$ cat config.mk
export PLATFORM = sky130hd
export DESIGN_NAME = rgb_led_scheduler_flat
export DESIGN_NICKNAME = d
export VERILOG_FILES = /design/src/rtl/rgb_led_scheduler_if.sv /design/src/rtl/rgb_led_scheduler.sv /design/src/flat_wrapper.sv
export SDC_FILE = /design/constraint.sdc
export NUM_CORES = 1
export LEC_CHECK = 0
export CORE_UTILIZATION = 48
export DETAILED_ROUTE_END_ITERATION = 7
export PLACE_DENSITY = 0.72
export SYNTH_ARGS = -nofsm -noshare
export SYNTH_HDL_FRONTEND = slang
export SYNTH_SLANG_ARGS = --single-unit
$ cat constraint.sdc
create_clock -name i_clk -period 4.8 [get_ports i_clk]
set_clock_uncertainty 0.2 [all_clocks]
set_input_delay 0.96 -clock i_clk [delete_from_list [all_inputs] [get_ports i_clk]]
set_output_delay 0.96 -clock i_clk [all_outputs]
set_load 0.1 [all_outputs]
$ cat src/rtl/rgb_led_scheduler_if.sv
// Requester-to-scheduler bundle for the shared RGB LED: two req/colour/ack
// channels plus the scheduler status and the active-low LED pin outputs.
interface rgb_led_scheduler_if;
   logic       i_req_a;
   logic [2:0] i_color_a;
   logic       o_ack_a;
   logic       i_req_b;
   logic [2:0] i_color_b;
   logic       o_ack_b;
   logic       o_busy;
   logic       o_owner;
   logic       o_led_r;
   logic       o_led_g;
   logic       o_led_b;

   modport master (
      output i_req_a, i_color_a, i_req_b, i_color_b,
      input  o_ack_a, o_ack_b, o_busy, o_owner, o_led_r, o_led_g, o_led_b
   );

   modport slave (
      input  i_req_a, i_color_a, i_req_b, i_color_b,
      output o_ack_a, o_ack_b, o_busy, o_owner, o_led_r, o_led_g, o_led_b
   );
endinterface

$ cat src/rtl/rgb_led_scheduler.sv
// Round-robin owner of the single active-low RGB LED: grant 1 edge after req, lit HOLD, dark GAP.
// Requests are held by the requester until ack; requests seen outside IDLE are simply not served yet.
module rgb_led_scheduler #(
   parameter int HOLD_CYCLES = 12000000,
   parameter int GAP_CYCLES  = 1200000,
   parameter int CNT_W       = 24
) (
   input  logic                 i_clk,
   input  logic                 i_rst,
   rgb_led_scheduler_if.slave   bus
);
   localparam int              HOLD_EFF  = (HOLD_CYCLES < 1) ? 1 : HOLD_CYCLES;
   localparam logic [CNT_W-1:0] HOLD_LOAD = CNT_W'(HOLD_EFF - 1);
   localparam logic [CNT_W-1:0] GAP_LOAD  = CNT_W'((GAP_CYCLES > 0) ? GAP_CYCLES - 1 : 0);

   typedef enum logic [1:0] {IDLE, HOLD, GAP} state_t;

   state_t           state;
   logic [CNT_W-1:0] cnt;
   logic             last_served;
   logic [2:0]       led;
   logic             ack_a;
   logic             ack_b;
   logic             busy;
   logic             owner;

   logic             winner;
   logic [2:0]       win_color;

   // On a tie the requester that was not served last wins, so continuous
   // dual requests alternate.
   always_comb begin
      winner    = (bus.i_req_a && bus.i_req_b) ? ~last_served : bus.i_req_b;
      win_color = winner ? bus.i_color_b : bus.i_color_a;
   end

   always_ff @(posedge i_clk or negedge i_rst) begin
      if (!i_rst) begin
         state       <= IDLE;
         cnt         <= '0;
         last_served <= 1'b1;
         led         <= 3'b111;
         ack_a       <= 1'b0;
         ack_b       <= 1'b0;
         busy        <= 1'b0;
         owner       <= 1'b0;
      end else begin
         ack_a <= 1'b0;
         ack_b <= 1'b0;
         case (state)
            IDLE: begin
               if (bus.i_req_a || bus.i_req_b) begin
                  state       <= HOLD;
                  cnt         <= HOLD_LOAD;
                  led         <= ~win_color;
                  ack_a       <= ~winner;
                  ack_b       <= winner;
                  owner       <= winner;
                  last_served <= winner;
                  busy        <= 1'b1;
               end
            end
            HOLD: begin
               if (cnt == '0) begin
                  led <= 3'b111;
                  if (GAP_CYCLES == 0) begin
                     state <= IDLE;
                     busy  <= 1'b0;
                  end else begin
                     state <= GAP;
                     cnt   <= GAP_LOAD;
                  end
               end else begin
                  cnt <= cnt - 1'b1;
               end
            end
            GAP: begin
               if (cnt == '0) begin
                  state <= IDLE;
                  busy  <= 1'b0;
               end else begin
                  cnt <= cnt - 1'b1;
               end
            end
            default: begin
               state <= IDLE;
               led   <= 3'b111;
               busy  <= 1'b0;
            end
         endcase
      end
   end

   assign bus.o_led_r = led[2];
   assign bus.o_led_g = led[1];
   assign bus.o_led_b = led[0];
   assign bus.o_ack_a = ack_a;
   assign bus.o_ack_b = ack_b;
   assign bus.o_busy  = busy;
   assign bus.o_owner = owner;
endmodule

$ cat src/flat_wrapper.sv
// flat-port wrapper written by rule: the top's interface ports become plain ports
module rgb_led_scheduler_flat 
#(
   parameter int HOLD_CYCLES = 12000000,
   parameter int GAP_CYCLES  = 1200000,
   parameter int CNT_W       = 24
)
  (i_clk, i_rst, bus_i_req_a, bus_i_color_a, bus_i_req_b, bus_i_color_b, bus_o_ack_a, bus_o_ack_b, bus_o_busy, bus_o_owner, bus_o_led_r, bus_o_led_g, bus_o_led_b);
  rgb_led_scheduler_if bus_i ();
  input  logic i_clk;
  input  logic i_rst;
  input wire logic [$bits(bus_i.i_req_a)-1:0] bus_i_req_a;
  input wire logic [$bits(bus_i.i_color_a)-1:0] bus_i_color_a;
  input wire logic [$bits(bus_i.i_req_b)-1:0] bus_i_req_b;
  input wire logic [$bits(bus_i.i_color_b)-1:0] bus_i_color_b;
  output wire logic [$bits(bus_i.o_ack_a)-1:0] bus_o_ack_a;
  output wire logic [$bits(bus_i.o_ack_b)-1:0] bus_o_ack_b;
  output wire logic [$bits(bus_i.o_busy)-1:0] bus_o_busy;
  output wire logic [$bits(bus_i.o_owner)-1:0] bus_o_owner;
  output wire logic [$bits(bus_i.o_led_r)-1:0] bus_o_led_r;
  output wire logic [$bits(bus_i.o_led_g)-1:0] bus_o_led_g;
  output wire logic [$bits(bus_i.o_led_b)-1:0] bus_o_led_b;
  assign bus_i.i_req_a = bus_i_req_a;
  assign bus_i.i_color_a = bus_i_color_a;
  assign bus_i.i_req_b = bus_i_req_b;
  assign bus_i.i_color_b = bus_i_color_b;
  assign bus_o_ack_a = bus_i.o_ack_a;
  assign bus_o_ack_b = bus_i.o_ack_b;
  assign bus_o_busy = bus_i.o_busy;
  assign bus_o_owner = bus_i.o_owner;
  assign bus_o_led_r = bus_i.o_led_r;
  assign bus_o_led_g = bus_i.o_led_g;
  assign bus_o_led_b = bus_i.o_led_b;
  rgb_led_scheduler #(.HOLD_CYCLES(HOLD_CYCLES), .GAP_CYCLES(GAP_CYCLES), .CNT_W(CNT_W)) u_core (.i_clk(i_clk), .i_rst(i_rst), .bus(bus_i));
endmodule
==> summary.txt <==
Power
  – Worst vdd ir: 185 uV
  – Total power divided by cell area: 219 nW/um^2
  – Static Leak: 0.903 nW

Detailed routing
  – DRT met1 WL: 2.48 mm
  – DR WL met3: 303 um
  – Vias per inst: 6.23
  – DR iter-0 viols: 134
  – Vias: 1833
  – Final WL: 5.02 mm
  – Top sig layer: met4
  – WL met2: 2.15 mm
  – First-pass DRT Iterations: 4
  – Drt drc: 0
  – Post-DR wirelength/cell: 17.1 um
  – ANT nets after route: 0

Worst setup path
  – CP Launch Type: register
  – Max Fanout on Critical Path: 11
  – Endpoint class of the critical path: register
  – Critical Path RT: 4780 ps
  – Path depth of the worst reg2reg path: 5
  – CP Class: register to register
  – Arr. time, crit path: 3230 ps

Clocking
  – Num CTS Buffers: 5
  – CTS H-tree depth: 2
  – Worst-Skew Late Latency: 290 ps
  – Cts repair resizes: 0
  – Clk root buf: clkbuf_8
  – Clk sinks: 34
  – Reg clk slew, reported paths: 70 ps
  – Hold buffers post-CTS: 0
  – TritonCTS clock tree: done
  – Max clock buf depth: 2
  – Postcts setup bufs: 0

Die
  – Total core area: 4140 um^2
  – Io pins: 17
  – Die H: 68.6 um
  – Die extent in x: 68.6 um
  – Rows: 23
  – Starting density of the core: 51.4%
  – Total die area: 4710 um^2

Run status
  – Outcome: completed

Synth
  – Top-count cell post-synth: dfrtp_1
  – Post-synth EDFFs: 0
  – Async set-or-reset flop fraction in the synthesized netlist: 100%
  – Synth top area share: 35.2%
  – Yosys cell types: 49
  – Primary FF master, synth: dfrtp_1
  – Syn Std Cell Area: 2130 um^2
  – Synth top area cells: dfrtp_1, dfstp_2, a21oi_1, o22a_1, nor2_1
  – Yosys warns: 0
  – Post-synthesis sequential area ratio: 40.2%
  – Mapped Cells: 228
  – Syn_nets: 243
  – Biggest area consumer among synthesized cells: dfrtp_1
  – Top cells by count, synth: dfrtp_1, a21oi_1, nor2_1, nand2_1, o21ai_0
  – FF+latch count, synth: 34
  – Syn_area_per_cell: 9.35 um^2

STA
  – Max-slew violations: 0
  – Setup TNS: 0 ps
  – Max Clock Freq: 0.308 GHz
  – Hold slack final: 292 ps
  – Worst slew margin: 11.7%
  – Clock period minus worst slack: 3250 ps
  – Hold Violations, Final: 0
  – RSZ-0062 raised after global routing: false
  – Slew @ Worst Pin: 1310 ps
  – Fin crit share: 67.7%
  – Final setup viols: 0

Finish
  – Share of cells above drive strength 1: 11.5%
  – Ant diodes: 0
  – Layout area overhead: 12.9%
  – Final net count: 258
  – Finished Layout Cells: 294

Place
  – HPWL after DPL: 3.56 mm
  – Port bufs: 16
  – Placed instance count: 286
  – Routability congestion estimate: 0.862

Global route
  – GRT Util Overall: 24.2%
  – First-pass GRT wire length: 8.27 mm
  – Number of global-route vias before repair: 1698
  – Initial antenna violation count: 0
  – GRT overflow: 0
  – Largest net degree at the start of global routing: 35

Min path
  – Hold Path Class: register to register
  – Hold depth: 1

Flow run
  – Max-Cap Viols: 0
==> layout make-up <==
type / count / area (um^2)
Inverter: 7 / 26.3
Multi-Input combinational cell: 176 / 1190
Timing Repair Buffer: 19 / 183
Sequential cell: 34 / 856
Clock inverter: 1 / 5.00
Fill cell: 383 / 1740
Clock buffer: 7 / 86.3
Tap cell: 50 / 62.6
==> cell families (layout without fill, tap and decap cells) <==
group,after synthesis,after routing,synth area share (%)
compound gates,89,89,30.2
simple gates,79,79,21.2
flops,34,34,40.2
buf+inv,18,34,4.11
fa+ha+maj,5,5,2.94
mux,3,3,1.41
==> critical path, cell delays in order, from the launching register on <==
cell	delay, ps
dfrtp_1	480
nor4_2	460
nand3_1	320
o21ai_0	1100
o21ai_0	300
a22o_1	290
==> registers in the layout (all words and copies together) (netlist names) <==
signal	flops
u_core.bus.o_ack_a	1
u_core.state	2
u_core.led	3
u_core.bus.o_busy	1
u_core.last_served	1
u_core.bus.o_owner	1
u_core.bus.o_ack_b	1
u_core.cnt	24
==> worst paths after layout <==
path | from | end | slack, ps
worst max-delay path | u_core.cnt[11]$_DFFE_PN0P_ | u_core.cnt[21]$_DFFE_PN0P_ | 1550
worst min-delay path | u_core.bus.o_owner$_DFFE_PN0P_ | u_core.bus.o_owner$_DFFE_PN0P_ | 290
worst max register to register | u_core.cnt[11]$_DFFE_PN0P_ | u_core.cnt[21]$_DFFE_PN0P_ | 1550
worst min register to register | u_core.bus.o_owner$_DFFE_PN0P_ | u_core.bus.o_owner$_DFFE_PN0P_ | 290
max in group asynchronous | i_rst | u_core.led[1]$_DFFE_PN1P_ | 3180
min in group asynchronous | i_rst | u_core.cnt[1]$_DFFE_PN0P_ | 890
==> cells in the final DEF, fill, tap and decap left out, types with 2 or more instances in the layout <==
cell type | netlist | routed
o21ai_0 | 14 | 14
o41ai_1 | 3 | 3
nor4_2 | 2 | 2
clkbuf_8 | 0 | 6
dfstp_2 | 4 | 4
a31oi_1 | 3 | 3
a21o_1 | 4 | 4
nor3_1 | 10 | 10
clkdlybuf4s50_1 | 0 | 16
a21oi_1 | 19 | 19
o22a_1 | 9 | 9
ha_1 | 5 | 5
o2bb2ai_1 | 7 | 7
nor3b_1 | 3 | 3
nand2b_1 | 2 | 2
o31ai_1 | 3 | 3
and2_1 | 3 | 3
a211oi_1 | 2 | 2
mux2i_1 | 3 | 3
buf_4 | 0 | 3
a22o_1 | 5 | 5
and3_1 | 2 | 2
and4_1 | 2 | 2
nand4_1 | 4 | 4
o21a_1 | 7 | 7
o22ai_1 | 2 | 2
a21oi_2 | 3 | 3
nand2_1 | 14 | 14
nand3_1 | 4 | 4
or2_2 | 3 | 3
dfrtp_1 | 30 | 30
inv_1 | 7 | 7
nor4_1 | 4 | 4
nor2_1 | 19 | 19
==> power breakdown <==
part / switching (W) / leakage, nW / internal (W) / total, W
logic: 0.00000873 / 0.498 / 0.00000859 / 0.0000173
clock network: 0.000106 / 0.0482 / 0.000116 / 0.000222
registers: 0 / 0.357 / 0.000287 / 0.000287
total: 0.000115 / 0.903 / 0.000411 / 0.000526
==> per-stage QoR <==
step                power, W  util, %  area (um^2)  setup WS (ps)
floorplan           0.000295        -         2130           2340
global placement    0.000310     55.9         2310           1370
detailed placement  0.000310     55.9         2310           1320
CTS                 0.000530     58.1         2410           1610
global route        0.000541     58.1         2410           1340
finish              0.000526     58.1         2410           1550
==> per-layer routing <==
layer	vias up	GRT usage [%]
met2	56	35.5
li1	892	-
met3	8	5.10
met4	0	9.11
met1	877	34.7
met5	-	0
(Power assumes the default switching activity.)
